[src/rtl/divider_restoring_pkg.sv]
// Shared types and helpers for the restoring divider.
package divider_pkg;

    typedef enum logic [1:0] {
        IDLE,
        CALC,
        DONE
    } div_state_t;

    // Width of an iteration counter that must hold the value w.
    function automatic int cnt_width(input int w);
        return $clog2(w + 1);
    endfunction

endpackage

[src/rtl/divider_restoring_if.sv]
// START / result handshake bus shared by the divider and its controller.
interface divider_restoring_if #(
    parameter int tamano = 8
);
    logic              START;
    logic [tamano-1:0] A;
    logic [tamano-1:0] B;
    logic [tamano-1:0] Q;
    logic [tamano-1:0] R;
    logic              END_DIV;
    logic              DIV_ZERO;
    logic              BUSY;

    modport master (
        output START, A, B,
        input  Q, R, END_DIV, DIV_ZERO, BUSY
    );

    modport slave (
        input  START, A, B,
        output Q, R, END_DIV, DIV_ZERO, BUSY
    );
endinterface

[src/rtl/divider_restoring_fsm.sv]
// Divider controller: state register, iteration counter and datapath strobes.
module divider_fsm
    import divider_pkg::*;
#(
    parameter int tamano = 8
) (
    input  logic clk_i,
    input  logic rst_i,
    input  logic start_i,
    input  logic b_zero_i,
    output logic load_o,
    output logic load_zero_o,
    output logic shift_o,
    output logic done_o,
    output logic idle_o
);

    localparam int CNT_W = cnt_width(tamano);

    div_state_t       state_q, state_d;
    logic [CNT_W-1:0] cnt_q, cnt_d;

    // State and counter registers.
    always_ff @(posedge clk_i or posedge rst_i) begin
        if (rst_i) begin
            state_q <= IDLE;
            cnt_q   <= '0;
        end else begin
            state_q <= state_d;
            cnt_q   <= cnt_d;
        end
    end

    // Next-state, counter and strobe decode.
    always_comb begin
        state_d     = state_q;
        cnt_d       = cnt_q;
        load_o      = 1'b0;
        load_zero_o = 1'b0;
        shift_o     = 1'b0;
        done_o      = 1'b0;
        idle_o      = 1'b0;
        case (state_q)
            IDLE: begin
                idle_o = 1'b1;
                if (start_i) begin
                    if (b_zero_i) begin
                        load_zero_o = 1'b1;
                        state_d     = DONE;
                    end else begin
                        load_o  = 1'b1;
                        cnt_d   = CNT_W'(tamano);
                        state_d = CALC;
                    end
                end
            end
            CALC: begin
                shift_o = 1'b1;
                cnt_d   = cnt_q - CNT_W'(1);
                if (cnt_q == CNT_W'(1)) begin
                    state_d = DONE;
                end
            end
            DONE: begin
                done_o  = 1'b1;
                state_d = IDLE;
            end
            default: begin
                state_d = IDLE;
            end
        endcase
    end

endmodule

[src/rtl/divider_restoring.sv]
// Sequential unsigned restoring divider, one quotient bit per clock.
module divider_restoring
    import divider_pkg::*;
#(
    parameter int tamano = 8
) (
    input  logic         CLOCK,
    input  logic         RESET,
    divider_restoring_if.slave bus
);

    logic load, load_zero, shift, done, idle;

    divider_fsm #(.tamano(tamano)) u_fsm (
        .clk_i       (CLOCK),
        .rst_i       (RESET),
        .start_i     (bus.START),
        .b_zero_i    (bus.B == '0),
        .load_o      (load),
        .load_zero_o (load_zero),
        .shift_o     (shift),
        .done_o      (done),
        .idle_o      (idle)
    );

    logic [tamano:0]   pr_q, pr_d;
    logic [tamano-1:0] qs_q, qs_d;
    logic [tamano-1:0] ds_q, ds_d;
    logic              dz_q, dz_d;
    logic [tamano-1:0] q_q, q_d;
    logic [tamano-1:0] r_q, r_d;
    logic              end_q, end_d;
    logic              divz_q, divz_d;
    logic              busy_q, busy_d;
    logic [tamano:0]   trial, diff;

    // Datapath and output register next-state; PR is one bit wider so the borrow is explicit.
    always_comb begin
        pr_d   = pr_q;
        qs_d   = qs_q;
        ds_d   = ds_q;
        dz_d   = dz_q;
        q_d    = q_q;
        r_d    = r_q;
        divz_d = divz_q;
        end_d  = done;
        busy_d = !idle || load || load_zero;
        trial  = {pr_q[tamano-1:0], qs_q[tamano-1]};
        diff   = trial - {1'b0, ds_q};
        if (load) begin
            qs_d   = bus.A;
            ds_d   = bus.B;
            pr_d   = '0;
            dz_d   = 1'b0;
            divz_d = 1'b0;
        end
        if (load_zero) begin
            qs_d   = '1;
            ds_d   = bus.B;
            pr_d   = {1'b0, bus.A};
            dz_d   = 1'b1;
            divz_d = 1'b0;
        end
        if (shift) begin
            pr_d = diff[tamano] ? trial : diff;
            qs_d = {qs_q[tamano-2:0], ~diff[tamano]};
        end
        if (done) begin
            q_d    = qs_q;
            r_d    = pr_q[tamano-1:0];
            divz_d = dz_q;
        end
    end

    // Datapath and registered outputs.
    always_ff @(posedge CLOCK or posedge RESET) begin
        if (RESET) begin
            pr_q   <= '0;
            qs_q   <= '0;
            ds_q   <= '0;
            dz_q   <= 1'b0;
            q_q    <= '0;
            r_q    <= '0;
            end_q  <= 1'b0;
            divz_q <= 1'b0;
            busy_q <= 1'b0;
        end else begin
            pr_q   <= pr_d;
            qs_q   <= qs_d;
            ds_q   <= ds_d;
            dz_q   <= dz_d;
            q_q    <= q_d;
            r_q    <= r_d;
            end_q  <= end_d;
            divz_q <= divz_d;
            busy_q <= busy_d;
        end
    end

    assign bus.Q        = q_q;
    assign bus.R        = r_q;
    assign bus.END_DIV  = end_q;
    assign bus.DIV_ZERO = divz_q;
    assign bus.BUSY     = busy_q;

endmodule

[src/flat_wrapper.sv]
// flat-port wrapper written by rule: the top's interface ports become plain ports
module divider_restoring_flat import divider_pkg::*;
#(
    parameter int tamano = 8
)
  (CLOCK, RESET, bus_START, bus_A, bus_B, bus_Q, bus_R, bus_END_DIV, bus_DIV_ZERO, bus_BUSY);
  divider_restoring_if #(.tamano(tamano)) bus_i ();
  input  logic CLOCK;
  input  logic RESET;
  input wire logic [$bits(bus_i.START)-1:0] bus_START;
  input wire logic [$bits(bus_i.A)-1:0] bus_A;
  input wire logic [$bits(bus_i.B)-1:0] bus_B;
  output wire logic [$bits(bus_i.Q)-1:0] bus_Q;
  output wire logic [$bits(bus_i.R)-1:0] bus_R;
  output wire logic [$bits(bus_i.END_DIV)-1:0] bus_END_DIV;
  output wire logic [$bits(bus_i.DIV_ZERO)-1:0] bus_DIV_ZERO;
  output wire logic [$bits(bus_i.BUSY)-1:0] bus_BUSY;
  assign bus_i.START = bus_START;
  assign bus_i.A = bus_A;
  assign bus_i.B = bus_B;
  assign bus_Q = bus_i.Q;
  assign bus_R = bus_i.R;
  assign bus_END_DIV = bus_i.END_DIV;
  assign bus_DIV_ZERO = bus_i.DIV_ZERO;
  assign bus_BUSY = bus_i.BUSY;
  divider_restoring #(.tamano(tamano)) u_core (.CLOCK(CLOCK), .RESET(RESET), .bus(bus_i));
endmodule
[config.mk]
export PLATFORM = sky130hd
export DESIGN_NAME = divider_restoring_flat
export DESIGN_NICKNAME = d
export VERILOG_FILES = /design/src/rtl/divider_restoring_pkg.sv /design/src/rtl/divider_restoring_if.sv /design/src/rtl/divider_restoring_fsm.sv /design/src/rtl/divider_restoring.sv /design/src/flat_wrapper.sv
export SDC_FILE = /design/constraint.sdc
export NUM_CORES = 1
export LEC_CHECK = 0
export CORE_UTILIZATION = 26
export DETAILED_ROUTE_END_ITERATION = 6
export MAX_ROUTING_LAYER = met4
export PLACE_DENSITY = 0.55
export SYNTH_ARGS = -nofsm -noshare
export SYNTH_HDL_FRONTEND = slang
export SYNTH_SLANG_ARGS = --single-unit
[constraint.sdc]
create_clock -name CLOCK -period 2.31 [get_ports CLOCK]
set_clock_uncertainty 0.15 [all_clocks]
set_input_delay 0.231 -clock CLOCK [delete_from_list [all_inputs] [get_ports CLOCK]]
set_output_delay 0.231 -clock CLOCK [all_outputs]
set_load 0.03 [all_outputs]
==> summary.md <==
| Metric | Value |
|---|---|
| Synth area leader | dfrtp_1 |
| Met2 wire length | between 2000 and 3000 um |
| Antenna violations before repair | 0 |
| Yosys top cell area share | 0.4941 |
| Average size of a mapped cell | 10.55 um^2 |
| Final period util | 1.015 |
| Max Root-Sink Buffers | 2 |
| Area added between synthesis and finish | 32.66% |
| Int Pwr | 3.041 mW |
| Fmax | 426.5 MHz |
| Yosys warns | 0 |
| Overall global routing resource usage | 0.1284 |
| Gate power share | 0.601 |
| Post-synthesis cell count | 240 |
| Post-synthesis async set-or-reset flop share | 1.000 |
| Clock Sinks | 50 |
| Number of flops mapped to enable cells by yosys | 0 |
| H-tree lvl count | 2 |
| Number of global-route vias before repair | 1934 |
| CP max FO | 5 |
| Top FF cell, synth | dfrtp_1 |
| Number of diodes | 0 |
| Synthesized flop and latch total | 50 |
| FF-to-FF Start | u_core.ds_q[0] |
| Pwr dens | 1519 nW/um^2 |
| Post-layout minimum cycle time | roughly 2.3 ns |
| Wl on met1 | between 2000 and 3000 um |
| Final Util | 0.3602 |
| Net Sw Frac | 0.4039 |
| Max-cap violations | 0 |
| Reg2reg path depth | 9 |
| Reg-to-reg endpoint | u_core.pr_q[1] |
| Top layer in use | met4 |
| Setup TNS | -0.03450 ns |
| Slew @ Worst Pin | 0.5122 ns |
| Slew HR | 0.6580 |
| Worst EP required | 2.39 ns |
| Slew Limit Fails | 0 |
| Worst-skew pair later-pin latency | 0.31 ns |
| Peak supply drop | 417.2 uV |
| DR iter-0 viols | 116 |
| Status | finished with violations |
| Critical path data arrival time | 2.42 ns |
| # nets final | 329 |
| DP HPWL | 4430 um |
| Die height | 100.7 um |
| Finish-stage setup viols | 1 |
| Final Routed Wirelength | 5768 um |
| Share of power burned in registers | 0.292 |
| Root buf cell | clkbuf_8 |
| WHS | roughly 0.11 ns |
| Vias | 1929 |
| Largest cells by area after synthesis | dfrtp_1 (49%), mux2_2 (7.1%), nand2_1 (5.2%) |
| Core area | 9328 um^2 |
| WL met3 | around 240 um |
| DRC errors left | 0 |
| CTS buffer count | 5 |
| Total grt overflow | 0 |
| Starting density of the core | 0.2715 |
| CP Launch Type | flop |
| Flop-to-flop setup slack | -0.03 ns |
| # IOs | 38 |
| Fill cells | 954 |
| Leakage | 1.468 nW |
| First-pass GRT wire length | just under 10000 um |
| Clk slew on worst S/H paths | about 0.11 ns |
| Power, Total | ~5.1 mW |
| Kind of critical path | reg2reg |
| Number of port buffers | 37 |
| Routed vias/inst | approximately 4.5 |
| Failing checks | negative setup slack |
| Site row count | 35 |
| Clk network pwr share | 0.108 |
| Post-detailed-route count of antenna-violating nets | 0 |
| Mapped Area | between 2000 and 3000 um^2 |
| GPL Wtd Cong | 0.7809 |
| Critical Path End Type | flop |
| WL per Instance | 13.45 um |
| Most numerous cell in the Yosys netlist | dfrtp_1 |
| Post-synth top cells | dfrtp_1 (50), nand2_1 (35), o21ai_0 (24) |
| Full die area | approximately 10000 um^2 |
| Largest net degree at the start of global routing | 29 |
| Register area share after synthesis | 0.4941 |
| Final WS setup | -0.03450 ns |
| Fin. Hold Viols | 0 |
| Share of layout cells above drive strength 1 | 0.2167 |
| Die width | 100.7 um |
| RSZ-0062 raised after global routing | yes |
| First-pass detailed-route iteration total | 4 |
| Hold Crit Class | in2async |
| Post-synth net total | 270 |
| CTS tree | done |
| Sw Pwr | approximately 2.1 mW |
| Count of cell types in the netlist | 43 |
power groups by stage:
| stage | Clock, mW | Combinational [mW] | Sequential [mW] |
|---|---|---|---|
| after floorplan | 0 | 1.89 | 1.63 |
| after global placement | 0 | 2.86 | 1.50 |
| after detailed placement | 0 | 2.91 | 1.51 |
| after CTS | 0.570 | 3.08 | 1.49 |
| after global routing | 0.603 | 3.37 | 1.54 |
| final | 0.548 | 3.06 | 1.49 |
state kept, by name, indices dropped and copies added, names as in the netlist:
register and cells:
u_core.u_fsm.cnt_q 4, u_core.bus.BUSY 1, u_core.pr_q 8, u_core.bus.R 8, u_core.u_fsm.state_q 2, u_core.bus.DIV_ZERO 1
u_core.qs_q 8, u_core.bus.END_DIV 1, u_core.ds_q 8, u_core.dz_q 1, u_core.bus.Q 8
routing by layer:
metal / GRT usage / up-vias
li1: - / 965
met1: 0.1669 / 927
met2: 0.2007 / 32
met3: 0.03121 / 5
met4: 0.03344 / 0
met5: - / -
cells by family (layout without fill, tap and decap cells):
logic type | Yosys count | in the layout | synth area share
multiplexers | 22 | 22 | 0.09684
AND/OR/NAND/NOR | 64 | 64 | 0.1206
adder cells (fa/ha/maj) | 11 | 11 | 0.05731
buffers and inverters | 25 | 85 | 0.03706
XOR/XNOR | 4 | 4 | 0.02125
flip-flops | 50 | 50 | 0.4941
AO/OA/AOI/OAI | 64 | 64 | 0.1729
cells in the final DEF (no fill, tap or decap), types with 2 or more instances in the layout:
| cell | count |
|---|---|
| dfrtp_1 | 50 |
| clkdlybuf4s50_1 | 37 |
| nand2_1 | 35 |
| o21ai_0 | 23 |
| buf_4 | 23 |
| mux2_2 | 16 |
| inv_1 | 13 |
| ha_1 | 9 |
| a21oi_1 | 8 |
| o22ai_1 | 8 |
| nor2_1 | 6 |
| o211ai_1 | 5 |
| mux2i_1 | 5 |
| clkbuf_8 | 5 |
| o21a_1 | 3 |
| nand2b_1 | 3 |
| nor4_1 | 3 |
| a22oi_1 | 3 |
| nor3_1 | 3 |
| nor2b_1 | 2 |
| xnor2_1 | 2 |
| nand3b_1 | 2 |
| and3_1 | 2 |
| inv_2 | 2 |
| nor3b_1 | 2 |
| inv_6 | 2 |
| buf_12 | 2 |
metrics by stage:
stage               setup slack, ns  instance area (um^2)  cells
CTS                        -0.06446                  3354    429
global route                -0.1322                  3359    429
floorplan                  -0.04521                  2547    240
detailed placement          -0.1774                  3232    419
global placement            -0.1180                  3232    419
finish                     -0.03450                  3359    429
what timing repair did:
action	4_1_cts	5_1_grt
hold buffers	0	0
hold endpoints to repair	0	0
endpoints found under the setup margin	9	8
buffers inserted	2	0
resized for setup	0	2
pin swaps	4	3
area by class of cell:
type / instances / area, um^2 / area share
flip-flops and latches: 50 / 1251 / 0.3724
clock inverters: 3 / 26.28 / 0.007821
multi-input cells: 165 / 1212 / 0.3609
clock buffers: 5 / 68.82 / 0.02048
well taps: 129 / 161.4 / 0.04804
repair buffers: 62 / 583.1 / 0.1736
inverters: 15 / 56.30 / 0.01676
critical path: stages, from the launching register on:
cell and delay [ns]:
dfrtp_1 0.42, ha_4 0.17, fa_2 0.36, nor2b_4 0.13
o31a_4 0.14, a41oi_4 0.12, xnor2_4 0.19, buf_12 0.14
mux2_4 0.30, o211ai_2 0.12
worst max-delay path by stage:
| stage | cells past startpoint | end | start | slack (ns) |
|---|---|---|---|---|
| floorplan | 8 | u_core.pr_q[1] | u_core.ds_q[0] | -0.05 |
| global placement | 9 | u_core.pr_q[0] | u_core.qs_q[7] | -0.12 |
| detailed placement | 8 | u_core.pr_q[0] | u_core.ds_q[0] | -0.18 |
| CTS | 10 | u_core.pr_q[1] | u_core.qs_q[7] | -0.06 |
| global route | 10 | u_core.pr_q[1] | u_core.qs_q[7] | -0.13 |
| finish | 9 | u_core.pr_q[1] | u_core.ds_q[0] | -0.03 |
No activity file was read; power rests on OpenSTA's default activity.
